**config.mk**
```make
export PLATFORM = sky130hd
export DESIGN_NAME = debounce_fsm
export DESIGN_NICKNAME = d
export VERILOG_FILES = /design/src/rtl/debounce_fsm.sv
export SDC_FILE = /design/constraint.sdc
export NUM_CORES = 1
export LEC_CHECK = 0
export CORE_UTILIZATION = 50
export DETAILED_ROUTE_END_ITERATION = 10
export GPL_TIMING_DRIVEN = 0
export PLACE_DENSITY = 0.75
export SYNTH_ARGS = -nofsm -noshare
export SYNTH_HDL_FRONTEND = slang
export SYNTH_SLANG_ARGS = --single-unit
```
**constraint.sdc**
```tcl
create_clock -name clk -period 6 [get_ports clk]
set_clock_uncertainty 0.2 [all_clocks]
set_input_delay 1.8 -clock clk [delete_from_list [all_inputs] [get_ports clk]]
set_output_delay 1.8 -clock clk [all_outputs]
set_load 0.05 [all_outputs]
```
**src/rtl/debounce_fsm.sv**
```systemverilog
// Switch debouncer: 2-flop synchronizer feeding a four-state FSM with an N-bit
// stability counter; produces a clean level and a one-cycle rising-edge tick.
module debounce_fsm #(
  parameter int unsigned N = 19
) (
  input  logic clk,
  input  logic reset_n,
  input  logic sw,
  output logic db_level,
  output logic db_tick
);

  typedef enum logic [1:0] {
    ZERO  = 2'b00,
    WAIT1 = 2'b01,
    ONE   = 2'b10,
    WAIT0 = 2'b11
  } state_e;

  localparam logic [N-1:0] CNT_MAX  = {N{1'b1}};
  localparam logic [N-1:0] CNT_ZERO = {N{1'b0}};
  localparam logic [N-1:0] CNT_ONE  = {{(N-1){1'b0}}, 1'b1};

  state_e       state_q, state_d;
  logic [N-1:0] cnt_q, cnt_d;
  logic         s1_q, s_sync_q;
  logic         level_q, level_d;
  logic         tick_q, tick_d;

  // Synchronize the raw switch into the clock domain.
  always_ff @(posedge clk or negedge reset_n) begin
    if (!reset_n) begin
      s1_q     <= 1'b0;
      s_sync_q <= 1'b0;
    end else begin
      s1_q     <= sw;
      s_sync_q <= s1_q;
    end
  end

  // FSM, counter and output registers.
  always_ff @(posedge clk or negedge reset_n) begin
    if (!reset_n) begin
      state_q <= ZERO;
      cnt_q   <= CNT_ZERO;
      level_q <= 1'b0;
      tick_q  <= 1'b0;
    end else begin
      state_q <= state_d;
      cnt_q   <= cnt_d;
      level_q <= level_d;
      tick_q  <= tick_d;
    end
  end

  // Next-state and counter logic; a disagreeing input always beats an expired count.
  always_comb begin
    state_d = state_q;
    cnt_d   = cnt_q;
    case (state_q)
      ZERO: begin
        if (s_sync_q) begin
          state_d = WAIT1;
          cnt_d   = CNT_MAX;
        end else begin
          state_d = ZERO;
        end
      end
      WAIT1: begin
        if (!s_sync_q) begin
          state_d = ZERO;
        end else if (cnt_q == CNT_ZERO) begin
          state_d = ONE;
        end else begin
          cnt_d = cnt_q - CNT_ONE;
        end
      end
      ONE: begin
        if (!s_sync_q) begin
          state_d = WAIT0;
          cnt_d   = CNT_MAX;
        end else begin
          state_d = ONE;
        end
      end
      WAIT0: begin
        if (s_sync_q) begin
          state_d = ONE;
        end else if (cnt_q == CNT_ZERO) begin
          state_d = ZERO;
        end else begin
          cnt_d = cnt_q - CNT_ONE;
        end
      end
      default: begin
        state_d = ZERO;
        cnt_d   = CNT_ZERO;
      end
    endcase
  end

  // Outputs are registered copies of the next-state decode, so they track state_q exactly.
  always_comb begin
    level_d = (state_d == ONE) || (state_d == WAIT0);
    tick_d  = (state_q == WAIT1) && (state_d == ONE);
  end

  assign db_level = level_q;
  assign db_tick  = tick_q;

endmodule

```
==> impl_metrics.env, run 1 <==
export IMPL_syn_inst=140
export IMPL_num_vias=1062
export IMPL_setup_viol=0
export IMPL_htree_num_levels=1
export IMPL_clkSlewWorstSetupHoldPaths_ns=0.13
export IMPL_wl_microns=2650
export IMPL_synth_seq_cells=25
export IMPL_status="finished clean"
export IMPL_place_hpwl_microns=1950
export IMPL_synth_edf_count=0
export IMPL_yosys_top_cells_area="dfrtp_1 44%, mux2i_1 4.9%, a2111oi_2 4.2%, mux2_2 3.1%, nor2_1 3.1%"
export IMPL_port_buffer_count=4
export IMPL_grt_max_degree=26
export IMPL_async_flop_share_pct=100
export IMPL_yosysTopAreaCell="dfrtp_1"
export IMPL_regArea_sq_um=626
export IMPL_clk_latency_ns=0.33
export IMPL_grt_pass1_wl_microns=4680
export IMPL_grt_ovfl_total=0
export IMPL_tns_ns=0
export IMPL_cpPeakStageDelay_ns=0.80
export IMPL_num_antenna_cells=0
export IMPL_cts_tree="done"
export IMPL_cts_max_path_buffers=2
export IMPL_syn_num_nets=144
export IMPL_p_leak_nw=0.537
export IMPL_ir_drop_uv=203
export IMPL_critPathMaxFanout=1
export IMPL_post_route_util_pct=56.5
export IMPL_fillers=241
export IMPL_initial_core_util_pct=52.6
export IMPL_post_cts_setup_buffers=0
export IMPL_ys_seq_area_share_pct=43.5
export IMPL_gp_congestion=0.816
export IMPL_p_per_area_nw_per_um2=205
export IMPL_crit_buf_inv=1
export IMPL_numCtsBuffers=3
export IMPL_synthToLayoutAreaGrowth_pct=7.40
export IMPL_cap_violations=0
export IMPL_multiInputGateArea_sq_um=759
export IMPL_antenna_found_initial=0
export IMPL_synth_area_sq_um=1440
export IMPL_core_region_area_sq_um=2730
export IMPL_worstSetupEndpointType="output port"
export IMPL_worst_slew_pin_slew_ns=1.08
export IMPL_synth_top_cell_area_share_pct=43.5
export IMPL_post_route_min_period_ns=3.48
export IMPL_crit_family="buffers and inverters"
export IMPL_hold_class="reg2reg"
export IMPL_post_drt_wl_per_cell_microns=14.8
export IMPL_drtIter0Drc=9
export IMPL_cp_arrival_ns=1.48
export IMPL_place_ws_ns=2.64
export IMPL_cts_sinks=25
export IMPL_drive_gt1_share_pct=16.2
export IMPL_remaining_drc_errors=0
export IMPL_grt_usage_pct=19.2
export IMPL_crit_slowest_cell="clkdlybuf4s50_1"
export IMPL_crit_required_ns=4.00
export IMPL_period_share_pct=58.0
export IMPL_die_area_sq_um=3090
export IMPL_timing_fmax_ghz=0.287
export IMPL_dieHeight_microns=55.6
export IMPL_rsz0062_at_grt="false"
export IMPL_synth_ff_type="dfrtp_1"
export IMPL_fin_ws_ns=2.52
export IMPL_fin_nets=153
export IMPL_slew_viol_final=0
export IMPL_cts_resized=0
export IMPL_die_width_microns=55.6
export IMPL_synth_cell_types=40
export IMPL_ant_nets=0
export IMPL_yosysWarnings=0
export IMPL_num_rows=19
export IMPL_hold_violations=0
export IMPL_cts_hold_buf=0
export IMPL_crit_type="reg2out"
export IMPL_grt_pass1_vias=990
export IMPL_io_pins=5
export IMPL_start_kind="flop"
export IMPL_syn_avg_cell_area_sq_um=10.3
export IMPL_first_pass_iters=4
export IMPL_max_slew_margin_pct=27.7
export IMPL_vias_per_cell=5.93
export IMPL_path_cells="clkdlybuf4s50_1"
export IMPL_clockRootBuffer="clkbuf_4"
## state kept, by name (all words and copies together) (netlist names)
register,cells
cnt_q,19
state_q,2
db_level,1
db_tick,1
s1_q,1
s_sync_q,1
## layout make-up
class | instances | share of cell area [%]
buffer | 4 | 1.94
clock buffer | 3 | 1.46
clock inverter | 1 | 0.324
inverter | 6 | 1.46
multi-input combinational | 105 | 49.2
sequential | 25 | 40.5
tap | 31 | 2.51
timing repair buffer | 4 | 2.59
## cell usage in the layout, fill, tap and decap left out, drive strengths merged
master	synthesis	final
xor2	1	1
nand2b	4	4
buf	2	2
mux2i	7	7
or3	5	5
o21ai	5	5
o21a	1	1
clkbuf	2	5
ha	1	1
o22ai	2	2
nor3b	1	1
nand3	6	6
mux2	4	4
nand2	9	9
dfrtp	25	25
clkinv	0	1
or4	2	2
nor2	13	13
clkdlybuf4s50	0	4
a22oi	2	2
nor4	6	6
and2	7	7
xnor2	1	1
nand4	5	5
a211oi	2	2
or2	1	1
a21oi	3	3
o31ai	2	2
inv	6	6
and3	4	4
nor3	3	3
a2111oi	4	4
o41ai	1	1
nor4b	2	2
or3b	1	1
## stage by stage
step	instance area [sq um]	std cells	power, mW	hold WS [ns]
finish	1540	179	0.316	0.183
global placement	1520	175	0.242	0.145
detailed placement	1520	175	0.244	0.148
CTS	1540	179	0.321	0.191
floorplan	1440	140	0.230	0.131
global route	1540	179	0.334	0.217
## worst paths after layout
path	start	cells after the start	endpoint	slack, ns
worst max-delay path	db_tick	1	db_tick	2.52
worst max register to register	cnt_q[11]	4	cnt_q[0]	3.80
max in group asynchronous	reset_n	1	cnt_q[2]	3.11
min in group asynchronous	reset_n	1	cnt_q[13]	1.84
worst min register to register	s1_q	0	s_sync_q	0.18
worst min-delay path	s1_q	0	s_sync_q	0.18
## metal layers
metal,part of all wire (%),vias up,GRT usage (%)
met5,0,-,0
met4,1.1,0,5.36
met3,2.1,3,2.09
met2,47,15,30.1
met1,50,515,28.3
li1,-,529,-
## synth_stat cells, types with 2 or more instances
cell,n
a2111oi_2,4
nor4_4,2
nor4_1,3
and2_1,7
a211oi_1,2
nand2b_1,4
nand3_1,6
and3_1,3
mux2_2,4
or3_1,5
nand2_1,9
buf_6,2
dfrtp_1,25
nor2_1,12
or4_1,2
clkbuf_1,2
o21ai_0,4
a22oi_1,2
o22ai_1,2
nand4_1,4
nor3_1,3
o31ai_1,2
inv_1,6
mux2i_1,7
a21oi_1,3
## where the power goes
part           switching [mW]  internal [mW]  total, mW
registers              0.0207          0.180      0.201
logic                  0.0207         0.0195     0.0402
clock network          0.0500         0.0251     0.0751
total                  0.0915          0.224      0.316
## logic make-up (layout without fill, tap and decap cells)
logic type | Yosys count | after routing | synth area share (%)
AOI/OAI and AO/OA | 22 | 22 | 12.4
adders and majority gates | 1 | 1 | 0.870
buffers and inverters | 10 | 18 | 3.66
xor gates and xnor gates | 2 | 2 | 1.74
DFF | 25 | 25 | 43.5
and+or+nand+nor | 69 | 69 | 29.9
muxes | 11 | 11 | 8.01
Note: power is estimated with default switching activity, not from simulation.
==> inputs of run 2 (changes only) <==
--- a/config.mk
+++ b/config.mk
@@ -8,7 +8,7 @@
 export CORE_UTILIZATION = 50
 export DETAILED_ROUTE_END_ITERATION = 10
 export GPL_TIMING_DRIVEN = 0
-export PLACE_DENSITY = 0.75
+export PLACE_DENSITY = 0.78
 export SYNTH_ARGS = -nofsm -noshare
 export SYNTH_HDL_FRONTEND = slang
 export SYNTH_SLANG_ARGS = --single-unit
==> constraint.sdc (replaced) <==
create_clock -name clk -period 2.9 [get_ports clk]
set_clock_uncertainty 0.2 [all_clocks]
set_input_delay 0.87 -clock clk [delete_from_list [all_inputs] [get_ports clk]]
set_output_delay 0.87 -clock clk [all_outputs]
set_load 0.05 [all_outputs]
==> impl_metrics.env, run 2 (synthesized netlist as in run 1, its figures left out) <==
export IMPL_hold_class="reg2reg"
export IMPL_wl_microns=2880
export IMPL_dpl_cell_area_sq_um=1520
export IMPL_ir_drop_uv=365
export IMPL_crit_type="reg2out"
export IMPL_hold_path_cell_count=0
export IMPL_largest_reg_flops=19
export IMPL_slew_viol_final=0
export IMPL_rsz0062_at_grt="false"
export IMPL_grt_pass1_wl_microns=5060
export IMPL_cts_tree="done"
export IMPL_crit_family="buffers and inverters"
export IMPL_reg_top3="cnt_q: 19 flops, state_q: 2 flops"
export IMPL_cts_max_path_buffers=2
export IMPL_worstSetupEndpointType="output port"
export IMPL_worstHoldStart="s1_q"
export IMPL_clkSlewWorstSetupHoldPaths_ns=0.14
export IMPL_io_pins=5
export IMPL_ant_nets=0
export IMPL_path_cells="clkdlybuf4s50_1"
export IMPL_grt_max_degree=26
export IMPL_grt_usage_pct=20.9
export IMPL_gp_congestion=0.850
export IMPL_num_antenna_cells=0
export IMPL_die_area_sq_um=3090
export IMPL_fin_area_sq_um=1550
export IMPL_status="finished clean"
export IMPL_holdWs_ns=0.212
export IMPL_cpPeakStageDelay_ns=0.80
export IMPL_vias_per_cell=6.23
export IMPL_antenna_found_initial=0
export IMPL_die_width_microns=55.6
export IMPL_clockRootBuffer="clkbuf_4"
export IMPL_grt_pass1_vias=1102
export IMPL_cts_sinks=25
export IMPL_first_pass_iters=4
export IMPL_cap_violations=0
export IMPL_top_layer_used="met4"
export IMPL_wl_met3_microns=131
export IMPL_p_per_area_nw_per_um2=431
export IMPL_largest_register="cnt_q"
export IMPL_cts_hold_buf=0
export IMPL_drive_gt1_share_pct=16.2
export IMPL_core_region_area_sq_um=2730
export IMPL_crit_slowest_cell="clkdlybuf4s50_1"
export IMPL_reg2regPathDepth=6
export IMPL_crit_buf_inv=1
export IMPL_synthToLayoutAreaGrowth_pct=7.57
export IMPL_critPathMaxFanout=1
export IMPL_final_cell_mix="25 x dfrtp_1, 12 x nor2_1, 9 x nand2_1, 7 x and2_1, 7 x mux2i_1"
export IMPL_period_share_pct=88.4
export IMPL_p_leak_nw=0.533
export IMPL_start_kind="flop"
export IMPL_dieHeight_microns=55.6
export IMPL_crit_required_ns=1.83
export IMPL_post_route_min_period_ns=2.56
export IMPL_num_vias=1116
export IMPL_port_buffer_count=4
export IMPL_setup_viol=0
export IMPL_fin_nets=153
export IMPL_critical_path_depth=1
export IMPL_cp_arrival_ns=1.49
export IMPL_initial_core_util_pct=52.6
export IMPL_max_slew_margin_pct=26.8
export IMPL_ff2ff_setup_slack_ns=0.71
export IMPL_numCtsBuffers=3
export IMPL_met2_wirelength_microns=1410
export IMPL_tns_ns=0
export IMPL_worst_slew_pin_slew_ns=1.10
export IMPL_grt_ovfl_total=0
export IMPL_clk_latency_ns=0.34
export IMPL_wl_met1_microns=1310
export IMPL_r2r_end="cnt_q[14]"
export IMPL_hold_path_endpoint="s_sync_q"
export IMPL_r2r_start="cnt_q[0]"
export IMPL_htree_num_levels=1
export IMPL_hold_violations=0
export IMPL_final_common_cell="dfrtp_1"
export IMPL_remaining_drc_errors=0
export IMPL_timing_fmax_ghz=0.390
export IMPL_startpoint="db_level"
export IMPL_place_hpwl_microns=2090
export IMPL_drtIter0Drc=37
export IMPL_post_drt_wl_per_cell_microns=16.1
export IMPL_post_cts_setup_buffers=0
export IMPL_num_rows=19
export IMPL_cts_resized=0
[run 2: worst max-delay path by stage]
stage / end / slack, ns
after floorplan: cnt_q[14] / 0.96
after global placement: cnt_q[0] / 0.50
after detailed placement: cnt_q[0] / 0.42
after CTS: db_level / 0.32
after global routing: db_tick / 0.29
final: db_level / 0.34
[run 2: cell type report]
type,instances,area (sq um)
inverter,6,22.5
clock buffer,3,22.5
timing repair buffer,4,40.0
buffer,4,30.0
multi-input combinational,105,759
fill,236,1190
sequential,25,626
clock inverter,1,7.51
tap,31,38.8
[run 2: metal layers]
| layer | track usage [%] | vias to the layer above |
|---|---|---|
| li1 | - | 535 |
| met2 | 34.8 | 29 |
| met4 | 5.36 | 0 |
| met1 | 27.2 | 547 |
| met5 | 0 | - |
| met3 | 5.58 | 5 |
[run 2: metrics by stage]
| stage | setup WS [ns] | instances | util [%] | power [mW] |
|---|---|---|---|---|
| 2_1_floorplan | 0.964 | 140 | - | 0.476 |
| 3_3_place_gp | 0.501 | 175 | 55.5 | 0.500 |
| 3_5_place_dp | 0.423 | 175 | 55.5 | 0.508 |
| 4_1_cts | 0.317 | 179 | 56.6 | 0.675 |
| 5_1_grt | 0.288 | 179 | 56.6 | 0.700 |
| 6_report | 0.336 | 179 | 56.6 | 0.667 |
[run 2: report_power, final]
group | total [mW] | switching [mW] | internal (mW)
logic | 0.0845 | 0.0441 | 0.0404
registers | 0.417 | 0.0449 | 0.372
clock network | 0.165 | 0.112 | 0.0531
total | 0.667 | 0.201 | 0.466
